$ cat src/rtl/syn_array_seq_pkg.sv
// Shared definitions for the synapse-array sequencer: config word layout,
// FSM encoding and the default multiply+accumulate latency.
package syn_array_seq_pkg;

  localparam int unsigned CFG_W          = 16;
  localparam int unsigned LAT_DEFAULT    = 2;

  // cfgdat field offsets as seen by each synapse cell
  localparam int unsigned CFG_EXE_EN_BIT = 15;
  localparam int unsigned CFG_SEL_HZ_LSB = 13;
  localparam int unsigned CFG_SEL_VT_LSB = 11;
  localparam int unsigned CFG_SEL_OP_LSB = 8;
  localparam int unsigned CFG_SEL_W      = 2;
  localparam int unsigned CFG_OP_W       = 3;

  typedef struct packed {
    logic                exe_en;
    logic [CFG_SEL_W-1:0] sel_hz;
    logic [CFG_SEL_W-1:0] sel_vt;
    logic [CFG_OP_W-1:0]  sel_op;
    logic [7:0]           rsvd;
  } cfg_word_t;

  typedef enum logic [1:0] {
    ST_IDLE = 2'd0,
    ST_LOAD = 2'd1,
    ST_RUN  = 2'd2,
    ST_DONE = 2'd3
  } seq_state_e;

endpackage

$ cat src/rtl/syn_array_seq_if.sv
// Control/broadcast bundle between the sequencer and its host / synapse array.
interface syn_array_seq_if
  import syn_array_seq_pkg::*;
#(
  parameter int unsigned ROWS      = 4,
  parameter int unsigned CLMS      = 4,
  parameter int unsigned ADDR_DMEM = 8,
  parameter int unsigned ADDR_CMEM = 4
);

  logic                 start;
  logic                 stall;
  logic [ADDR_CMEM-1:0] prog_len;
  logic [ADDR_DMEM-1:0] vec_len;
  logic                 cfg_we;
  logic [ADDR_CMEM-1:0] cfg_waddr;
  logic [CFG_W-1:0]     cfg_wdata;

  logic                 busy;
  logic                 done;
  logic [CFG_W-1:0]     cfgdat;
  logic [ROWS-1:0]      row_en;
  logic [CLMS-1:0]      clm_en;
  logic [ROWS-1:0]      row_rd;
  logic [CLMS-1:0]      clm_rd;
  logic                 rtm_en;
  logic [ADDR_DMEM-1:0] r_addr;
  logic [ADDR_DMEM-1:0] w_addr;

  modport master (
    output start, stall, prog_len, vec_len, cfg_we, cfg_waddr, cfg_wdata,
    input  busy, done, cfgdat, row_en, clm_en, row_rd, clm_rd, rtm_en, r_addr, w_addr
  );

  modport slave (
    input  start, stall, prog_len, vec_len, cfg_we, cfg_waddr, cfg_wdata,
    output busy, done, cfgdat, row_en, clm_en, row_rd, clm_rd, rtm_en, r_addr, w_addr
  );

endinterface

$ cat src/rtl/syn_cfg_mem.sv
// Simple dual-port program RAM: one write port, one registered read port.
module syn_cfg_mem
  import syn_array_seq_pkg::*;
#(
  parameter int unsigned AW = 4,
  parameter int unsigned DW = CFG_W
) (
  input  logic          clk,
  input  logic          we,
  input  logic [AW-1:0] waddr,
  input  logic [DW-1:0] wdata,
  input  logic          re,
  input  logic [AW-1:0] raddr,
  output logic [DW-1:0] rdata
);

  localparam int unsigned DEPTH = 2 ** AW;

  logic [DW-1:0] mem [DEPTH];

  // Contents survive reset; only the sequencer state is cleared.
  always_ff @(posedge clk) begin
    if (we) mem[waddr] <= wdata;
    if (re) rdata <= mem[raddr];
  end

endmodule

$ cat src/rtl/syn_array_seq.sv
// Synapse-array sequencer: steps through the config program and emits a
// skewed row/column enable wavefront plus data-memory addressing per step.
module syn_array_seq
  import syn_array_seq_pkg::*;
#(
  parameter int unsigned ROWS      = 4,
  parameter int unsigned CLMS      = 4,
  parameter int unsigned ADDR_DMEM = 8,
  parameter int unsigned ADDR_CMEM = 4,
  parameter int unsigned LAT       = LAT_DEFAULT
) (
  input logic             clk,
  input logic             rst,
  syn_array_seq_if.slave  bus
);

  localparam int unsigned MAXRC = (ROWS > CLMS) ? ROWS : CLMS;
  // Beat counter must reach vec_len + MAXRC - 1 + LAT without wrapping.
  localparam int unsigned TW    = ADDR_DMEM + $clog2(MAXRC + LAT) + 1;

  seq_state_e           state_q, state_d;
  logic [ADDR_CMEM-1:0] step_q, step_d, step_nx;
  logic [ADDR_CMEM-1:0] plen_q, plen_d;
  logic [ADDR_DMEM-1:0] vlen_q, vlen_d;
  logic [TW-1:0]        t_q, t_d;
  logic [TW-1:0]        vl_ext, t_end;
  logic                 step_end;
  logic                 mem_we, mem_re;
  logic [CFG_W-1:0]     mem_rdata;

  logic                 busy_q, busy_d;
  logic                 done_q, done_d;
  logic [CFG_W-1:0]     cfgdat_q, cfgdat_d;
  logic [ROWS-1:0]      row_en_q, row_en_d;
  logic [CLMS-1:0]      clm_en_q, clm_en_d;
  logic [ROWS-1:0]      row_rd_q, row_rd_d;
  logic [CLMS-1:0]      clm_rd_q, clm_rd_d;
  logic                 rtm_en_q, rtm_en_d;
  logic [ADDR_DMEM-1:0] r_addr_q, r_addr_d;
  logic [ADDR_DMEM-1:0] w_addr_q, w_addr_d;

  assign mem_we  = bus.cfg_we && (state_q == ST_IDLE);
  assign vl_ext  = TW'(vlen_q);
  assign t_end   = vl_ext + TW'(MAXRC - 1 + LAT);
  assign step_nx = step_q + ADDR_CMEM'(1);

  syn_cfg_mem #(
    .AW (ADDR_CMEM),
    .DW (CFG_W)
  ) u_cfg_mem (
    .clk   (clk),
    .we    (mem_we),
    .waddr (bus.cfg_waddr),
    .wdata (bus.cfg_wdata),
    .re    (mem_re),
    .raddr (step_q),
    .rdata (mem_rdata)
  );

  // Next-state and next-output logic; all outputs leave through registers.
  always_comb begin
    state_d  = state_q;
    step_d   = step_q;
    plen_d   = plen_q;
    vlen_d   = vlen_q;
    t_d      = t_q;
    step_end = 1'b0;
    mem_re   = 1'b0;
    cfgdat_d = cfgdat_q;
    row_en_d = '0;
    clm_en_d = '0;
    row_rd_d = '0;
    clm_rd_d = '0;
    rtm_en_d = 1'b0;
    r_addr_d = r_addr_q;
    w_addr_d = w_addr_q;
    busy_d   = (state_q == ST_LOAD) || (state_q == ST_RUN);
    done_d   = (state_q == ST_DONE);

    case (state_q)
      ST_IDLE: begin
        if (bus.start) begin
          plen_d  = bus.prog_len;
          vlen_d  = bus.vec_len;
          step_d  = '0;
          t_d     = '0;
          state_d = (bus.prog_len == '0) ? ST_DONE : ST_LOAD;
        end
      end

      ST_LOAD: begin
        mem_re  = 1'b1;
        t_d     = '0;
        state_d = ST_RUN;
      end

      ST_RUN: begin
        // Read data lands in the first RUN cycle; hold it for the whole step.
        if (t_q == '0) cfgdat_d = mem_rdata;

        if (vlen_q == '0) begin
          step_end = 1'b1;
        end else if (!bus.stall) begin
          for (int i = 0; i < int'(ROWS); i++) begin
            row_en_d[i] = (t_q >= TW'(i)) && (t_q < vl_ext + TW'(i));
            row_rd_d[i] = (t_q >= TW'(i) + TW'(LAT)) && (t_q < vl_ext + TW'(i) + TW'(LAT));
          end
          for (int j = 0; j < int'(CLMS); j++) begin
            clm_en_d[j] = (t_q >= TW'(j)) && (t_q < vl_ext + TW'(j));
            clm_rd_d[j] = (t_q >= TW'(j) + TW'(LAT)) && (t_q < vl_ext + TW'(j) + TW'(LAT));
          end
          rtm_en_d = (t_q >= TW'(LAT)) && (t_q < vl_ext + TW'(LAT));
          r_addr_d = (t_q < vl_ext) ? ADDR_DMEM'(t_q) : (vlen_q - ADDR_DMEM'(1));
          if (rtm_en_d) w_addr_d = ADDR_DMEM'(t_q - TW'(LAT));

          if (t_q == t_end) step_end = 1'b1;
          else              t_d      = t_q + TW'(1);
        end

        if (step_end) begin
          step_d  = step_nx;
          state_d = (step_nx == plen_q) ? ST_DONE : ST_LOAD;
        end
      end

      ST_DONE: begin
        state_d = ST_IDLE;
      end

      default: begin
        state_d = ST_IDLE;
      end
    endcase
  end

  always_ff @(posedge clk) begin
    if (rst) begin
      state_q  <= ST_IDLE;
      step_q   <= '0;
      plen_q   <= '0;
      vlen_q   <= '0;
      t_q      <= '0;
      busy_q   <= 1'b0;
      done_q   <= 1'b0;
      cfgdat_q <= '0;
      row_en_q <= '0;
      clm_en_q <= '0;
      row_rd_q <= '0;
      clm_rd_q <= '0;
      rtm_en_q <= 1'b0;
      r_addr_q <= '0;
      w_addr_q <= '0;
    end else begin
      state_q  <= state_d;
      step_q   <= step_d;
      plen_q   <= plen_d;
      vlen_q   <= vlen_d;
      t_q      <= t_d;
      busy_q   <= busy_d;
      done_q   <= done_d;
      cfgdat_q <= cfgdat_d;
      row_en_q <= row_en_d;
      clm_en_q <= clm_en_d;
      row_rd_q <= row_rd_d;
      clm_rd_q <= clm_rd_d;
      rtm_en_q <= rtm_en_d;
      r_addr_q <= r_addr_d;
      w_addr_q <= w_addr_d;
    end
  end

  assign bus.busy   = busy_q;
  assign bus.done   = done_q;
  assign bus.cfgdat = cfgdat_q;
  assign bus.row_en = row_en_q;
  assign bus.clm_en = clm_en_q;
  assign bus.row_rd = row_rd_q;
  assign bus.clm_rd = clm_rd_q;
  assign bus.rtm_en = rtm_en_q;
  assign bus.r_addr = r_addr_q;
  assign bus.w_addr = w_addr_q;

endmodule

$ cat src/flat_wrapper.sv
// flat-port wrapper written by rule: the top's interface ports become plain ports
module syn_array_seq_flat import syn_array_seq_pkg::*;
#(
  parameter int unsigned ROWS      = 4,
  parameter int unsigned CLMS      = 4,
  parameter int unsigned ADDR_DMEM = 8,
  parameter int unsigned ADDR_CMEM = 4,
  parameter int unsigned LAT       = LAT_DEFAULT
)
  (clk, rst, bus_start, bus_stall, bus_prog_len, bus_vec_len, bus_cfg_we, bus_cfg_waddr, bus_cfg_wdata, bus_busy, bus_done, bus_cfgdat, bus_row_en, bus_clm_en, bus_row_rd, bus_clm_rd, bus_rtm_en, bus_r_addr, bus_w_addr);
  syn_array_seq_if #(.ROWS(ROWS), .CLMS(CLMS), .ADDR_DMEM(ADDR_DMEM), .ADDR_CMEM(ADDR_CMEM)) bus_i ();
  input logic clk;
  input logic rst;
  input wire logic [$bits(bus_i.start)-1:0] bus_start;
  input wire logic [$bits(bus_i.stall)-1:0] bus_stall;
  input wire logic [$bits(bus_i.prog_len)-1:0] bus_prog_len;
  input wire logic [$bits(bus_i.vec_len)-1:0] bus_vec_len;
  input wire logic [$bits(bus_i.cfg_we)-1:0] bus_cfg_we;
  input wire logic [$bits(bus_i.cfg_waddr)-1:0] bus_cfg_waddr;
  input wire logic [$bits(bus_i.cfg_wdata)-1:0] bus_cfg_wdata;
  output wire logic [$bits(bus_i.busy)-1:0] bus_busy;
  output wire logic [$bits(bus_i.done)-1:0] bus_done;
  output wire logic [$bits(bus_i.cfgdat)-1:0] bus_cfgdat;
  output wire logic [$bits(bus_i.row_en)-1:0] bus_row_en;
  output wire logic [$bits(bus_i.clm_en)-1:0] bus_clm_en;
  output wire logic [$bits(bus_i.row_rd)-1:0] bus_row_rd;
  output wire logic [$bits(bus_i.clm_rd)-1:0] bus_clm_rd;
  output wire logic [$bits(bus_i.rtm_en)-1:0] bus_rtm_en;
  output wire logic [$bits(bus_i.r_addr)-1:0] bus_r_addr;
  output wire logic [$bits(bus_i.w_addr)-1:0] bus_w_addr;
  assign bus_i.start = bus_start;
  assign bus_i.stall = bus_stall;
  assign bus_i.prog_len = bus_prog_len;
  assign bus_i.vec_len = bus_vec_len;
  assign bus_i.cfg_we = bus_cfg_we;
  assign bus_i.cfg_waddr = bus_cfg_waddr;
  assign bus_i.cfg_wdata = bus_cfg_wdata;
  assign bus_busy = bus_i.busy;
  assign bus_done = bus_i.done;
  assign bus_cfgdat = bus_i.cfgdat;
  assign bus_row_en = bus_i.row_en;
  assign bus_clm_en = bus_i.clm_en;
  assign bus_row_rd = bus_i.row_rd;
  assign bus_clm_rd = bus_i.clm_rd;
  assign bus_rtm_en = bus_i.rtm_en;
  assign bus_r_addr = bus_i.r_addr;
  assign bus_w_addr = bus_i.w_addr;
  syn_array_seq #(.ROWS(ROWS), .CLMS(CLMS), .ADDR_DMEM(ADDR_DMEM), .ADDR_CMEM(ADDR_CMEM), .LAT(LAT)) u_core (.clk(clk), .rst(rst), .bus(bus_i));
endmodule
$ cat config.mk
export PLATFORM = sky130hd
export DESIGN_NAME = syn_array_seq_flat
export DESIGN_NICKNAME = d
export VERILOG_FILES = /design/src/rtl/syn_array_seq_pkg.sv /design/src/rtl/syn_array_seq_if.sv /design/src/rtl/syn_cfg_mem.sv /design/src/rtl/syn_array_seq.sv /design/src/flat_wrapper.sv
export SDC_FILE = /design/constraint.sdc
export NUM_CORES = 1
export LEC_CHECK = 0
export CORE_MARGIN = 2
export CORE_UTILIZATION = 50
export DETAILED_ROUTE_END_ITERATION = 10
export GPL_TIMING_DRIVEN = 0
export PLACE_DENSITY = 0.68
export SLEW_MARGIN = 20
export SYNTH_ARGS = -nofsm -noshare
export SYNTH_HDL_FRONTEND = slang
export SYNTH_SLANG_ARGS = --single-unit
$ cat constraint.sdc
create_clock -name clk -period 3.5 [get_ports clk]
set_clock_uncertainty 0.1 [all_clocks]
set_input_delay 0.35 -clock clk [delete_from_list [all_inputs] [get_ports clk]]
set_output_delay 0.35 -clock clk [all_outputs]
set_load 0.02 [all_outputs]
* Yosys cells after proc, flatten, opt, wreduce, memory -nomap -nowiden *
Memory sizes are Yosys's and may differ from the RTL's. A register that Yosys moved wholly into a read port is not among the register bits.
Index checks and enable logic that the tools add are counted.
Widths: inputs -> output; s select.

operators by class
  $add $sub $neg = 11
  equality and inequality tests = 10
  bitwise gates (word level) = 3
  reductions and logical operators = 23
  magnitude comparators = 13
  mux-type cells = 21

operators with widths
  operator               count
  $mux 12                4
  $add 12x2->12 const B  3
  $lt 12x12->1           3
  $lt 12x9->1            3
  $pmux 12 s3            1
  $ge 12x1->1 const B    2
  $ge 12x2->1 const B    2
  $ge 12x3->1 const B    2
  $add 8x2->9 const B    2
  $add 12x1->12 const B  1
  $eq 12x9->1            1
  $logic_not 12->1       1
  $lt 12x8->1            1
  $ne 2x2->1 const B     5
  $add 8x1->9 const B    1
  $add 8x3->9 const B    1
  $logic_and 1x1->1      8
  $logic_not 8->1        1
  $mux 2                 4
  $mux 4                 2
  $mux 8                 1
  $pmux 2 s4             1
  $pmux 4 s2             1
  $sub 8x1->8 const B    1
  17 further kinds       29

word-level totals
  RAM bits = 256
  input port bits = 37
  flip-flop bits (word level) = 73
  output and inout bits = 51
  memories = 1
  logic and storage cells = 95

memories
  name                  words  width  read ports  clocked after memory_dff  wr ports  line               RTL
  u_core.u_cfg_mem.mem  16     16     1           1                         1         syn_cfg_mem.sv:19  logic [DW-1:0] mem [DEPTH];

* Depth between registers and ports, before layout *
  depth after elaboration = 8
  mapped depth = 13
  mapped depth without buffers = 13

* Hierarchy *
Synthesis repeated with hierarchy kept, for this count alone.

second synthesis, totals
  cell total of the unflattened synthesis = 1122
  area, all modules = 15835.2 um^2

by module, submodules not included
  module         area each (um^2)  seq. area each (um^2)  times used  cells an instance
  syn_cfg_mem    10203.5           8167.8                 1           432
  syn_array_seq  5631.7            1421.4                 1           690

* Worst setup path after synthesis *
No wires, ideal clock.

  path kind = reg2reg
  start point = reg u_core.state_q[0]
  end point = mem u_core.u_cfg_mem.mem[0][0] in the netlist's numbering (enable)
  setup time = 409 ps
  path slack = 619 ps
  data required time = 2991 ps
  arrival = 2372 ps
  period minus slack after synthesis = 2881 ps
  buffers on the path = 1
  cell stages (with the launch flop) = 7
  cell sequence = dfxtp_1 inv_1 ha_1 clkbuf_1 nand2_1 or3_1 nor3_1

on the way
  longest elaborated chain between the ends = 4

ends and longest elaborated chain
  element                       line                  RTL
  start, declared               syn_array_seq.sv:21   seq_state_e state_q, state_d;
  start signal, assigned        syn_array_seq.sv:154  state_q <= state_d;
  $logic_not 2->1               syn_array_seq.sv:42   assign mem_we = bus.cfg_we && (state_q == ST_IDLE);
  $logic_and 1x1->1             syn_array_seq.sv:42
  $mux 1                        syn_cfg_mem.sv:23     if (we) mem[waddr] <= wdata;
  $mux 1 (not written as such)  syn_cfg_mem.sv:23
  end, declared                 syn_cfg_mem.sv:19

Every way passes these cells.

* Final worst setup path *
  start point = reg u_core.vlen_q[1]
  end point = reg u_core.step_q[1]

on the way
  longest elaborated chain between the ends = 8
  elaborated cells between the ends (all ways) = 9
  those cells by class = add/sub (1); eq/ne (2); mux (4); reduce/logical (2)

ends and longest elaborated chain
  element                              line                  RTL
  start, declared                      syn_array_seq.sv:24   logic [ADDR_DMEM-1:0] vlen_q, vlen_d;
  start signal, assigned               syn_array_seq.sv:157  vlen_q <= vlen_d;
  $add 8x3->9                          syn_array_seq.sv:44   assign t_end = vl_ext + TW'(MAXRC - 1 + LAT);
  $eq 12x9->1                          syn_array_seq.sv:116  if (t_q == t_end) step_end = 1'b1;
  $mux 1                               syn_array_seq.sv:116
  $mux 1                               syn_array_seq.sv:103  end else if (!bus.stall) begin
  $mux 1 *                             syn_array_seq.sv:101  if (vlen_q == '0) begin
  $mux 1 *                             syn_array_seq.sv:80   case (state_q)
  $ne 2x2->1 (no source line) *        n/a
  $reduce_and 3->1 (no source line) *  n/a
  end signal, assigned                 syn_array_seq.sv:155  step_q <= step_d;
  end, declared                        syn_array_seq.sv:22   logic [ADDR_CMEM-1:0] step_q, step_d, step_nx;

Every way passes the cells marked *; elsewhere a longest branch is shown, timed or not. The select of a mux whose other input is x is not followed.
A chain may end at the register's enable or synchronous reset.

==> results.sh <==
export IMPL_first_global_vias=9574
export IMPL_crit_path_max_fanout=9
export IMPL_synth_warning_count=0
export IMPL_design_area_mm2=0.0185
export IMPL_power_per_unit_of_standard_cell_area_mw_per_mm2=556
export IMPL_path_clk_slew_ps=70
export IMPL_total_design_power_mw=10.3
export IMPL_final_layout_size_suffix_gt1_frac=0.170
export IMPL_post_synth_top_flop="edfxtp_1"
export IMPL_wire_per_inst_um=22.9
export IMPL_rows=64
export IMPL_finalNonFillerCells=1632
export IMPL_synth_compound_gate_area_share=0.0551
export IMPL_postLayoutSetupSlackWorst_ps=264
export IMPL_syn_avg_cell_area_um2=14.7
export IMPL_synth_seq_area_share=0.609
export IMPL_die_w_um=181
export IMPL_drv_max_cap_violation_count=0
export IMPL_tmin_final_ps=3240
export IMPL_clock_insertion_delay_worst_skew_ps=530
export IMPL_syn2layout_area_growth_pct=17.5
export IMPL_die_height_um=181
export IMPL_clockBufferDepth=3
export IMPL_grt_antenna_before_repair=1
export IMPL_io_buffers=86
export IMPL_main_combinational_cell_family_by_area_after_synthesis="multiplexers"
export IMPL_edff_count_synth=272
export IMPL_synth_adder_area_share=0.0682
export IMPL_post_synth_main_area_contributors="edfxtp_1 52%, mux4_2 11%, dfxtp_1 9.0%"
export IMPL_dpl_worst_slack_ps=11.5
export IMPL_class_of_the_worst_hold_path="input port to flip-flop"
export IMPL_final_seq_area_mm2=0.00959
export IMPL_cts_sinks=343
export IMPL_h_tree_depth=2
export IMPL_worst_ir_drop_vdd_mv=0.448
export IMPL_maxSlewViolCount=0
export IMPL_viasPerCell=5.81
export IMPL_detailedRoute_firstIterationViolations=869
export IMPL_initial_cell_density_of_the_core=0.510
export IMPL_place_area_mm2=0.0173
export IMPL_grt_setup_unrepaired="no"
export IMPL_post_synth_most_frequent_cells="272 x edfxtp_1, 109 x nand2_1, 85 x ha_1"
export IMPL_hold_viol=0
export IMPL_cts_buf_count=36
export IMPL_maximum_number_of_pins_on_one_net_before_global_route_repair=18
export IMPL_place_detailed_hpwl_mm=25.4
export IMPL_post_route_drc_count=0
export IMPL_place_inst=1565
export IMPL_grt_pass1_wl_mm=57.4
export IMPL_grt_ovfl_total=0
export IMPL_postCtsSetupRepairBufs=0
export IMPL_post_synth_xor_area_fraction=0.0320
export IMPL_area_taken_by_multi_input_logic_gates_mm2=0.00584
export IMPL_synthMostInstantiatedCell="edfxtp_1"
export IMPL_core_mm2=0.0308
export IMPL_synthDominantCellAreaShare=0.519
export IMPL_cts_root_buffer="clkbuf_16"
export IMPL_nets=1328
export IMPL_crit_arrival_ps=3550
export IMPL_status="finished clean"
export IMPL_report_final_setup_viol=0
export IMPL_worst_endpoint_required_ps=3820
export IMPL_fill_cells=2361
export IMPL_final_min_period_over_clock_period=0.925
export IMPL_reported_leakage_power_nw=6.30
export IMPL_antenna_violating_nets_post_route=0
export IMPL_synthSimpleGateAreaFrac=0.0809
export IMPL_ys_ff_latch=343
export IMPL_synth_area_mm2=0.0157
export IMPL_criticalPathCategory="flip-flop to flip-flop"
export IMPL_grtUsageTotal=0.232
export IMPL_tightestPinTransition_ps=1030
export IMPL_routabilityCongestion=0.889
export IMPL_wl_mm=37.4
export IMPL_crit_path_end_kind="flip-flop"
export IMPL_synthCells=1069
export IMPL_fmaxAchievable_ghz=0.309
export IMPL_vias=9482
export IMPL_synth_largest_area_cell="edfxtp_1"
export IMPL_fp_dieArea_mm2=0.0329
export IMPL_critical_path_startpoint_type="flip-flop"
export IMPL_synth_mux_area_fraction=0.128
export IMPL_router_iterations_before_antenna_repair=5
export IMPL_pin_count=88
export IMPL_max_slew_margin_rel=0.311
export IMPL_cts_tree="built"
export IMPL_netlist_cell_type_count=69
export IMPL_async_reset_ff_frac=0
[final timing paths]
kind / start / to / slack, ps / cells after the start
max reg2reg: u_core.vlen_q[1] / u_core.step_q[1] / 260 / 8
min reg2reg: u_core.bus.r_addr[2] / u_core.bus.r_addr[2] / 350 / 2
min: rst / u_core.t_q[11] / 250 / 3
max: u_core.vlen_q[1] / u_core.step_q[1] / 260 / 8
[kinds of logic (layout without fill, tap and decap cells)]
family,count (synthesis),after routing
other cells,1,5
simple gates,266,266
xor+xnor,55,55
flops,343,343
fa+ha+maj,86,86
buf+inv,88,251
mux,101,101
compound gates,129,129
[report_power, final]
group          internal (mW)  switching, mW
combinational          0.706           1.12
sequential              4.64          0.103
clock                   2.11           1.59
total                   7.46           2.81
[cell type report]
class | instances | area share
plain buffers | 61 | 0.0171
clock buffers | 45 | 0.0517
flip-flops and latches | 343 | 0.519
multi-input cells | 640 | 0.316
repair buffers | 98 | 0.0536
inverters | 26 | 0.00528
well taps | 396 | 0.0268
diodes | 2 | 0.000271
clock inverters | 21 | 0.0107
[flip-flops by register name, indices dropped and copies added (netlist names), 2 cells and up]
| register | count |
|---|---|
| u_core.vlen_q | 8 |
| u_core.bus.clm_en | 3 |
| u_core.t_q | 12 |
| u_core.bus.w_addr | 8 |
| u_core.u_cfg_mem.mem | 256 |
| u_core.u_cfg_mem.rdata | 16 |
| u_core.step_q | 4 |
| u_core.bus.cfgdat | 16 |
| u_core.plen_q | 4 |
| u_core.bus.r_addr | 8 |
| u_core.state_q | 2 |
| u_core.bus.row_rd | 4 |
[per-stage QoR]
step	TNS [ps]	hold slack (ps)	utilization
final	0	253	0.600
after global routing	0	278	0.600
after CTS	0	247	0.599
after detailed placement	0	347	0.562
after global placement	-63330	335	0.555
after floorplan	0	347	-
[worst max-delay path, stage by stage (launching register included)]
cell,delay (ps)
dfxtp_2,430
inv_1,180
ha_2,500
ha_1,320
nor4b_2,360
o2111ai_2,240
a2111oi_4,450
o21ai_0,250
a32o_1,300
[routing by layer]
metal | vias to the layer above | GRT usage | share of wire
li1 | 4352 | - | -
met1 | 4676 | 0.310 | 0.41
met2 | 383 | 0.391 | 0.49
met3 | 71 | 0.0395 | 0.071
met4 | 0 | 0.0754 | 0.029
met5 | - | 0 | 0
[layout by cell type, fill, tap and decap left out, types with 5 or more instances in the layout]
| cell | count |
|---|---|
| clkbuf_16 | 37 |
| mux4_2 | 80 |
| nand4_1 | 9 |
| nor2b_1 | 11 |
| xnor2_1 | 40 |
| a2111oi_0 | 6 |
| clkbuf_1 | 32 |
| a21o_1 | 8 |
| edfxtp_1 | 272 |
| buf_2 | 12 |
| dfxtp_1 | 69 |
| buf_6 | 10 |
| buf_1 | 8 |
| inv_1 | 25 |
| mux2i_1 | 21 |
| clkinv_1 | 7 |
| o21a_1 | 7 |
| nand2b_1 | 9 |
| a21oi_1 | 45 |
| clkdlybuf4s50_1 | 86 |
| ha_1 | 84 |
| nor3_1 | 15 |
| buf_4 | 16 |
| and3_1 | 6 |
| nor2_4 | 8 |
| nand3_1 | 15 |
| nand2_1 | 109 |
| nor4_1 | 5 |
| and2_1 | 7 |
| nor2_1 | 39 |
| xor2_1 | 13 |
| o21ai_0 | 22 |
| or3_1 | 13 |
[repair_timing]
item                                   in CTS  in global routing
setup endpoints to repair                   1                 13
hold buffers                                0                  0
cloned                                      0                  0
resized for setup                           1                  5
endpoints found under the hold margin       0                  0
Power figures use the tool's default switching activity.
